$ cat config.mk
export PLATFORM = sky130hd
export DESIGN_NAME = max_finder
export DESIGN_NICKNAME = d
export VERILOG_FILES = /design/src/rtl/nn_pkg.sv /design/src/rtl/max_finder.sv
export SDC_FILE = /design/constraint.sdc
export NUM_CORES = 1
export LEC_CHECK = 0
export CELL_PAD_IN_SITES_DETAIL_PLACEMENT = 0
export CELL_PAD_IN_SITES_GLOBAL_PLACEMENT = 1
export CORE_UTILIZATION = 35
export CTS_BUF_LIST = sky130_fd_sc_hd__clkbuf_8
export DETAILED_ROUTE_END_ITERATION = 10
export PLACE_DENSITY = 0.8
export SLEW_MARGIN = 10
export SYNTH_ARGS = -nofsm -noshare
export SYNTH_HDL_FRONTEND = slang
export SYNTH_SLANG_ARGS = --single-unit
$ cat constraint.sdc
create_clock -name clk -period 3.3 [get_ports clk]
set_input_delay 0.825 -clock clk [delete_from_list [all_inputs] [get_ports clk]]
set_output_delay 0.825 -clock clk [all_outputs]
set_load 0.03 [all_outputs]
$ cat src/rtl/nn_pkg.sv
// Shared network constants and the max_finder scan state type.
package nn_pkg;

  localparam int DATA_WIDTH        = 16;
  localparam int NUM_FINAL_NEURONS = 10;

  typedef enum logic {
    IDLE = 1'b0,
    SCAN = 1'b1
  } state_t;

endpackage

$ cat src/rtl/max_finder.sv
// Argmax over the final layer: captures all outputs, then compares one element per cycle (signed, lowest index wins ties).
// Latency numInput-1 edges after acceptance; no backpressure, i_valid during a scan is dropped.
// MAX_FINDER_OVERRUN_EN adds a sticky o_overrun flag for i_valid seen mid-scan.
module max_finder
  import nn_pkg::*;
#(
  parameter int numInput   = NUM_FINAL_NEURONS,
  parameter int inputWidth = DATA_WIDTH
) (
  input  logic                             clk,
  input  logic                             rst,
  input  logic [numInput*inputWidth-1:0]   i_data,
  input  logic                             i_valid,
  output logic [31:0]                      o_data,
  output logic                             o_data_valid,
  output logic                             o_busy
`ifdef MAX_FINDER_OVERRUN_EN
  ,
  output logic                             o_overrun
`endif
);

  localparam int             IW   = $clog2(numInput);
  localparam logic [IW-1:0]  LAST = IW'(numInput - 1);

  state_t                          state_q, state_d;
  logic [numInput*inputWidth-1:0]  buf_q, buf_d;
  logic [IW-1:0]                   count_q, count_d;
  logic [IW-1:0]                   idx_q, idx_d;
  logic signed [inputWidth-1:0]    max_q, max_d;
  logic [31:0]                     o_data_q, o_data_d;
  logic                            vld_q, vld_d;
  logic signed [inputWidth-1:0]    cur;
  logic                            gt;

  assign cur = buf_q[int'(count_q)*inputWidth +: inputWidth];
  assign gt  = cur > max_q;

  always_comb begin
    state_d  = state_q;
    buf_d    = buf_q;
    count_d  = count_q;
    idx_d    = idx_q;
    max_d    = max_q;
    o_data_d = o_data_q;
    vld_d    = 1'b0;
    case (state_q)
      IDLE: begin
        if (i_valid) begin
          buf_d   = i_data;
          max_d   = i_data[inputWidth-1:0];
          idx_d   = '0;
          count_d = IW'(1);
          state_d = SCAN;
        end
      end
      SCAN: begin
        // Strict compare keeps the earliest index on ties.
        if (gt) begin
          max_d = cur;
          idx_d = count_q;
        end
        if (count_q == LAST) begin
          o_data_d = 32'(gt ? count_q : idx_q);
          vld_d    = 1'b1;
          state_d  = IDLE;
        end else begin
          count_d = count_q + 1'b1;
        end
      end
    endcase
  end

  always_ff @(posedge clk) begin
    if (rst) begin
      state_q  <= IDLE;
      buf_q    <= '0;
      count_q  <= '0;
      idx_q    <= '0;
      max_q    <= '0;
      o_data_q <= '0;
      vld_q    <= 1'b0;
    end else begin
      state_q  <= state_d;
      buf_q    <= buf_d;
      count_q  <= count_d;
      idx_q    <= idx_d;
      max_q    <= max_d;
      o_data_q <= o_data_d;
      vld_q    <= vld_d;
    end
  end

  assign o_data       = o_data_q;
  assign o_data_valid = vld_q;
  assign o_busy       = (state_q == SCAN);

`ifdef MAX_FINDER_OVERRUN_EN
  logic overrun_q, overrun_d;

  always_comb begin
    overrun_d = overrun_q | (i_valid && (state_q == SCAN));
  end

  always_ff @(posedge clk) begin
    if (rst) begin
      overrun_q <= 1'b0;
    end else begin
      overrun_q <= overrun_d;
    end
  end

  assign o_overrun = overrun_q;
`endif

endmodule

==> results of run 1 <==
==> power groups by stage <==
stage / logic, mW / registers, mW / clock network (mW)
4_1_cts: 1.24 / 2.53 / 1.64
2_1_floorplan: 0.790 / 2.55 / 0
3_5_place_dp: 1.23 / 2.58 / 0
6_report: 1.29 / 2.53 / 1.62
5_1_grt: 1.40 / 2.55 / 1.73
3_3_place_gp: 1.22 / 2.58 / 0
==> worst paths after layout <==
| kind | start | end | slack, ns | depth (start not counted) |
|---|---|---|---|---|
| max | count_q[0] | max_q[4] | -0.32 | 13 |
| min reg2reg | buf_q[133] | buf_q[133] | 0.46 | 2 |
| max reg2reg | count_q[0] | max_q[4] | -0.32 | 13 |
| min | buf_q[133] | buf_q[133] | 0.46 | 2 |
==> per-stage QoR <==
stage               area (um^2)  setup slack [ns]  TNS, ns
floorplan                  8880           -0.0632   -0.989
global placement          10900            -0.189    -3.54
detailed placement        10900            -0.246    -4.56
CTS                       11300            -0.269    -5.13
global route              11500            -0.451    -9.13
finish                    11500            -0.324    -6.00
==> area by class of cell <==
cell class | count | area, um^2 | area share [%]
Tap cell | 324 | 405 | 3.54
Clock buffer | 18 | 248 | 2.16
Timing Repair Buffer | 218 | 2280 | 19.9
Inverter | 17 | 63.8 | 0.557
Sequential cell | 190 | 3810 | 33.2
Clock inverter | 13 | 161 | 1.41
Multi-Input combinational cell | 732 | 4500 | 39.2
==> kinds of logic (layout without fill, tap and decap cells) <==
family	after synthesis	count (layout)
AO/OA/AOI/OAI	233	233
XOR/XNOR	2	2
adder cells (fa/ha/maj)	18	18
buffers and inverters	128	266
flip-flops	190	190
multiplexers	68	68
other	1	28
AND/OR/NAND/NOR	383	383
==> registers in the layout, indices dropped and copies added (netlist names) <==
name          cells
o_data_valid      1
o_busy            1
count_q           4
max_q            16
idx_q             4
buf_q           160
o_data            4
==> metal layers <==
layer	vias to the layer above	track usage (%)	part of all wire, %
met4	0	5.97	1.9
li1	3755	-	-
met1	3627	27.5	45
met3	27	4.00	5.5
met5	-	0	0
met2	231	31.5	47
==> tightest hold or removal path: stages, from the launching register on <==
cell	delay, ns
dfxtp_1	0.32
nand2_1	0.05
a21oi_1	0.05
==> what timing repair did <==
item | 4_1_cts | 5_1_grt
setup endpoints to repair | 24 | 24
cloned | 0 | 2
setup buffers | 0 | 3
pin swaps | 0 | 1
gates resized for setup | 1 | 11
==> layout by cell type, fill, tap and decap left out, drive strengths merged, types with 2 or more instances in the layout <==
master	instances
ha	18
clkinv	4
nand4	4
clkbuf	20
mux2i	35
o31ai	2
a221oi	16
bufinv	3
conb	28
a21oi	173
nand2b	4
nor2	15
nand3	6
a211oi	5
dfxtp	190
a311oi	15
mux4	32
clkdlybuf4s50	167
nand2	329
inv	22
xor2	2
nor2b	2
o22ai	16
buf	49
and2	15
nor3	3
==> run_results.csv, run 1 <==
group,metric,value,unit
die,dieArea,0.0256,mm^2
clock_tree,path_clk_slew,0.09,ns
global_route,grt_max_degree,95,
global_route,grt_use_total,20.0,%
timing,rsz0062_at_grt,"yes",
global_route,overflow,0,
hold_path,hp-class,"reg2reg",
routing,wl_per_cell,17.0,um
flow_run,maxCapViolations,0,
synthesis,synth_cell_type_count,39,
synthesis,yosys-top-cells-count,"nand2_1 (329), dfxtp_1 (190), a21oi_1 (173)",
final_layout,final_core_util,47.0,%
setup_path,critPathTopFamily,"multiplexers",
routing,route.detailed.drc,0,
timing,fmaxAchievable,276,MHz
final_layout,fin_nets,1357,
pwr,peakVddDrop,0.242,mV
synthesis,synth_top_cell_by_area,"dfxtp_1",
placement,routabilityCongestion,0.888,
synthesis,yosys_warnings,0,
timing,layout_setup_ws,-0.324,ns
placement,dpl.hpwl,18800,um
clock_tree,worst_skew_pair.late_latency,0.48,ns
setup_path,cp_max_fo,11,
die,core-area,0.0244,mm^2
synthesis,muxShareOfSynthArea,12.6,%
setup_path,crit_arrival,4.01,ns
pwr,seqPwrFrac,46.6,%
setup_path,cp_cell_sequence,"buf_12 -> mux4_2 -> mux2i_1 -> o22ai_2 -> ha_1 -> nor2b_1 -> o211ai_1 -> a211oi_2 -> or4_4 -> mux2i_4 -> buf_4 -> clkbuf_16 -> a311oi_2",
synthesis,synth_area_per_cell,8.55,um^2
synthesis,synth_edf_count,0,
setup_path,crit_slowest_cell,"or4_4",
final_layout,drive_above_1_share,12.5,%
synthesis,yosys.area_share.simple,17.6,%
placement,numPortBuffers,168,
die,ios,197,
timing,fin_crit,3.62,ns
timing,period_share,110,%
synthesis,synth_ff_type,"dfxtp_1",
synthesis,synth_top_area_share,43.5,%
timing,tightest_slew,0.793,ns
final_layout,area_growth,31.0,%
setup_path,crit_type,"reg2reg",
pwr,power_leakage,4.18,nW
setup_path,path_buf_inv,3,
synthesis,synth.most_common_cell,"nand2_1",
global_route,grt_pass1_vias,7366,
setup_path,crit_required,3.68,ns
pwr,p_clk_share,29.7,%
pwr,switching_power,1.59,mW
die,start_util,35.9,%
clock_tree,hold_buffers,0,
clock_tree,cts_root_buf,"clkbuf_8",
synthesis,yosysSeqAreaShare,43.5,%
timing,whs,0.456,ns
clock_tree,htree_levels,4,
synthesis,synthAdderAreaFrac,2.57,%
clock_tree,cts_buffers,17,
run_status,violations,"negative setup slack",
routing,first_pass_iters,7,
global_route,grt_pass1_wl,39600,um
setup_path,worstSetupEndpointType,"flip-flop",
run_status,status,"complete, but fails checks",
synthesis,synth-xor-area-share,0.200,%
pwr,power_density,475,mW/mm^2
routing,drtIter0Drc,570,
die,rows,57,
routing,drt-total-wl,25700,um
routing,num_vias,7640,
synthesis,synth-compound-area-share,16.4,%
timing,finalSetupViolCount,24,
pwr,swShare,29.2,%
synthesis,synth_area,0.00875,mm^2
routing,via_per_inst,5.05,
pwr,power_frac_comb,23.7,%
die,dieWidth,160,um
routing,drtAntennaViolNets,0,
synthesis,synth_seq_cells,190,
synthesis,synth_top_family_by_area,"simple AND/OR/NAND/NOR gates",
synthesis,synthTopCellsByArea,"dfxtp_1 (43%), nand2_1 (14%), a21oi_1 (9.9%), mux4_2 (8.2%), mux2i_1 (3.9%)",
timing,drv_slew,0,
timing,relSlewSlack,47.1,%
setup_path,critPathMaxStageDelay,0.58,ns
clock_tree,cts_sinks,190,
placement,dp.cells,1476,
synthesis,syn_inst,1023,
pwr,power.internal,3.85,mW
pwr,power,5.44,mW
clock_tree,clk_path_buf_depth,2,
clock_tree,cts_tree,"built",
global_route,antenna_found_initial,0,
synthesis,async_flop_share,0,%
setup_path,start_kind,"flip-flop",
final_layout,fillers,2417,
timing,finalHoldViolations,0,
final_layout,antennaDiodeCount,0,
final_layout,fin_cells,1512,
die,dieHeight,160,um
timing,clock_skew,0.0180,ns
Note: power is estimated with default switching activity, not from simulation.
==> run 2: changes to the inputs <==
GPL_TIMING_DRIVEN = 0   (was not set)
==> run 2 against run 1 <==
  * The run still ends with negative setup slack left
  * Routed wire length is 11% higher
  * Register-to-register slack got worse by 0.09 ns
  * Critical path depth increased by 1
  * Die area unchanged
==> run_results.csv, run 2 (synthesis results as in run 1) <==
group,metric,value,unit
die,core-area,0.0244,mm^2
timing,finalHoldViolations,0,
final_layout,regMostFlops,"buf_q",
routing,num_vias,7967,
timing,tightest_slew,0.755,ns
timing,finalSetupTns,-8.66,ns
timing,rsz0062_at_grt,"yes",
final_layout,antennaDiodeCount,0,
placement,dpl.hpwl,21800,um
routing,first_pass_iters,5,
global_route,grt_pass1_vias,7668,
global_route,antenna_found_initial,0,
die,rows,57,
setup_path,r2r_slack,-0.41,ns
hold_path,hp-class,"reg2reg",
clock_tree,cts_tree,"built",
die,dieArea,0.0256,mm^2
global_route,overflow,0,
setup_path,critPathMaxStageDelay,0.57,ns
clock_tree,cts_sinks,190,
placement,dpl_worst_slack,-0.870,ns
pwr,peakVddDrop,0.243,mV
clock_tree,clk_path_buf_depth,2,
routing,route.detailed.drc,0,
die,dieWidth,160,um
clock_tree,cts_root_buf,"clkbuf_8",
global_route,grt_pass1_wl,42900,um
die,start_util,35.9,%
timing,drv_slew,0,
final_layout,reg.largest.list,"buf_q: 160 flops, max_q: 16 flops",
final_layout,largest_reg_flops,160,
setup_path,crit_arrival,4.11,ns
timing,fin_crit,3.71,ns
run_status,status,"complete, but fails checks",
placement,numPortBuffers,167,
pwr,power_leakage,4.27,nW
timing,relSlewSlack,49.6,%
pwr,power_density,461,mW/mm^2
flow_run,maxCapViolations,0,
setup_path,start_kind,"flip-flop",
clock_tree,cts_buffers,17,
routing,wl_per_cell,17.9,um
setup_path,worstSetupEndpointType,"flip-flop",
die,ios,197,
routing,drtIter0Drc,569,
global_route,grt_use_total,22.2,%
routing,via_per_inst,5.01,
clock_tree,htree_levels,4,
timing,period_share,112,%
placement,routabilityCongestion,0.891,
die,dieHeight,160,um
final_layout,area_growth,32.8,%
final_layout,drive_above_1_share,13.2,%
clock_tree,worst_skew_pair.late_latency,0.49,ns
setup_path,cp_cell_sequence,"buf_12 -> buf_12 -> mux4_2 -> mux2i_2 -> o22ai_2 -> ha_1 -> a41o_1 -> a21oi_2 -> o22ai_1 -> or4_4 -> mux2i_4 -> buf_4 -> nand3_1 -> a21oi_1",
routing,drtAntennaViolNets,0,
final_layout,fin_nets,1434,
setup_path,cp_max_fo,10,
setup_path,crit_required,3.70,ns
pwr,power,5.36,mW
clock_tree,path_clk_slew,0.09,ns
final_layout,fillers,2450,
setup_path,crit_type,"reg2reg",
timing,layout_setup_ws,-0.410,ns
global_route,grt_max_degree,17,
final_layout,final_common_cell,"nand2_1",
setup_path,crit_slowest_cell,"mux4_2",
final_layout,mostFrequentLayoutCells,"nand2_1 (329), dfxtp_1 (189), a21oi_1 (172), clkdlybuf4s50_1 (167), clkbuf_1 (61)",
routing,drt-total-wl,28500,um
timing,fmaxAchievable,270,MHz
setup_path,path_common_cell,"buf_12",
run_status,violations,"negative setup slack",
timing,finalSetupViolCount,24,
timing,clock_skew,0.0154,ns
## run 2: changes by cell type in the layout (fill, tap and decap cells not counted), sizes merged
cell      change
clkinv        +2
buf          +12
clkinvlp      +1
bufinv        -2
clkbuf       +65
## run 2: timing repair
action | 4_1_cts | 5_1_grt
setup buffers | 13 | 2
cloned | 1 | 1
resized for setup | 31 | 11
pin swaps | 13 | 8
setup endpoints to repair | 24 | 34
hold buffers | 0 | 0
## run 2: where the power goes
| group | internal [mW] | switching [mW] | total [mW] | leakage (nW) |
|---|---|---|---|---|
| logic | 0.639 | 0.708 | 1.35 | 2.51 |
| clock network | 0.615 | 0.865 | 1.48 | 0.192 |
| registers | 2.45 | 0.0816 | 2.53 | 1.56 |
| total | 3.70 | 1.65 | 5.36 | 4.27 |
## run 2: layout make-up
class	instances	area, um^2	area share (%)
multi-input cells	732	4530	39.0
plain buffers	111	646	5.56
clock buffers	18	248	2.13
well taps	324	405	3.49
clock inverters	14	116	1.00
repair buffers	184	1800	15.5
inverters	17	63.8	0.549
flip-flops and latches	190	3810	32.8
## run 2: worst paths after layout
path | start | depth (start not counted) | end
setup / recovery | count_q[0] | 14 | idx_q[3]
hold / removal | buf_q[94] | 2 | buf_q[94]
setup reg to reg | count_q[0] | 14 | idx_q[3]
hold reg to reg | buf_q[94] | 2 | buf_q[94]
## run 2: metrics by stage
step	hold slack, ns	utilization, %	cell area (um^2)	cells
after floorplan	0.433	-	8880	1050
after global placement	0.439	44.9	11000	1541
after detailed placement	0.446	44.9	11000	1541
after CTS	0.460	47.4	11600	1587
after global routing	0.477	47.6	11600	1590
final	0.458	47.6	11600	1590
## run 2: critical path, delay by kind of cell (launching register included)
kind                     cells  cell delay, ns
AND/OR/NAND/NOR              2            0.54
flip-flops                   1            0.37
multiplexers                 3            1.10
AO/OA/AOI/OAI                5            0.71
adder cells (fa/ha/maj)      1            0.37
buffers and inverters        3            0.53
## run 2: layer usage
layer | vias up | wire, um | share of wire (%) | global-route usage [%]
li1 | 3907 | - | - | -
met1 | 3732 | 13100 | 46 | 30.6
met2 | 284 | 12900 | 45 | 34.9
met3 | 44 | 1590 | 5.6 | 3.22
met4 | 0 | 882 | 3.1 | 8.92
met5 | - | 0 | 0 | 0
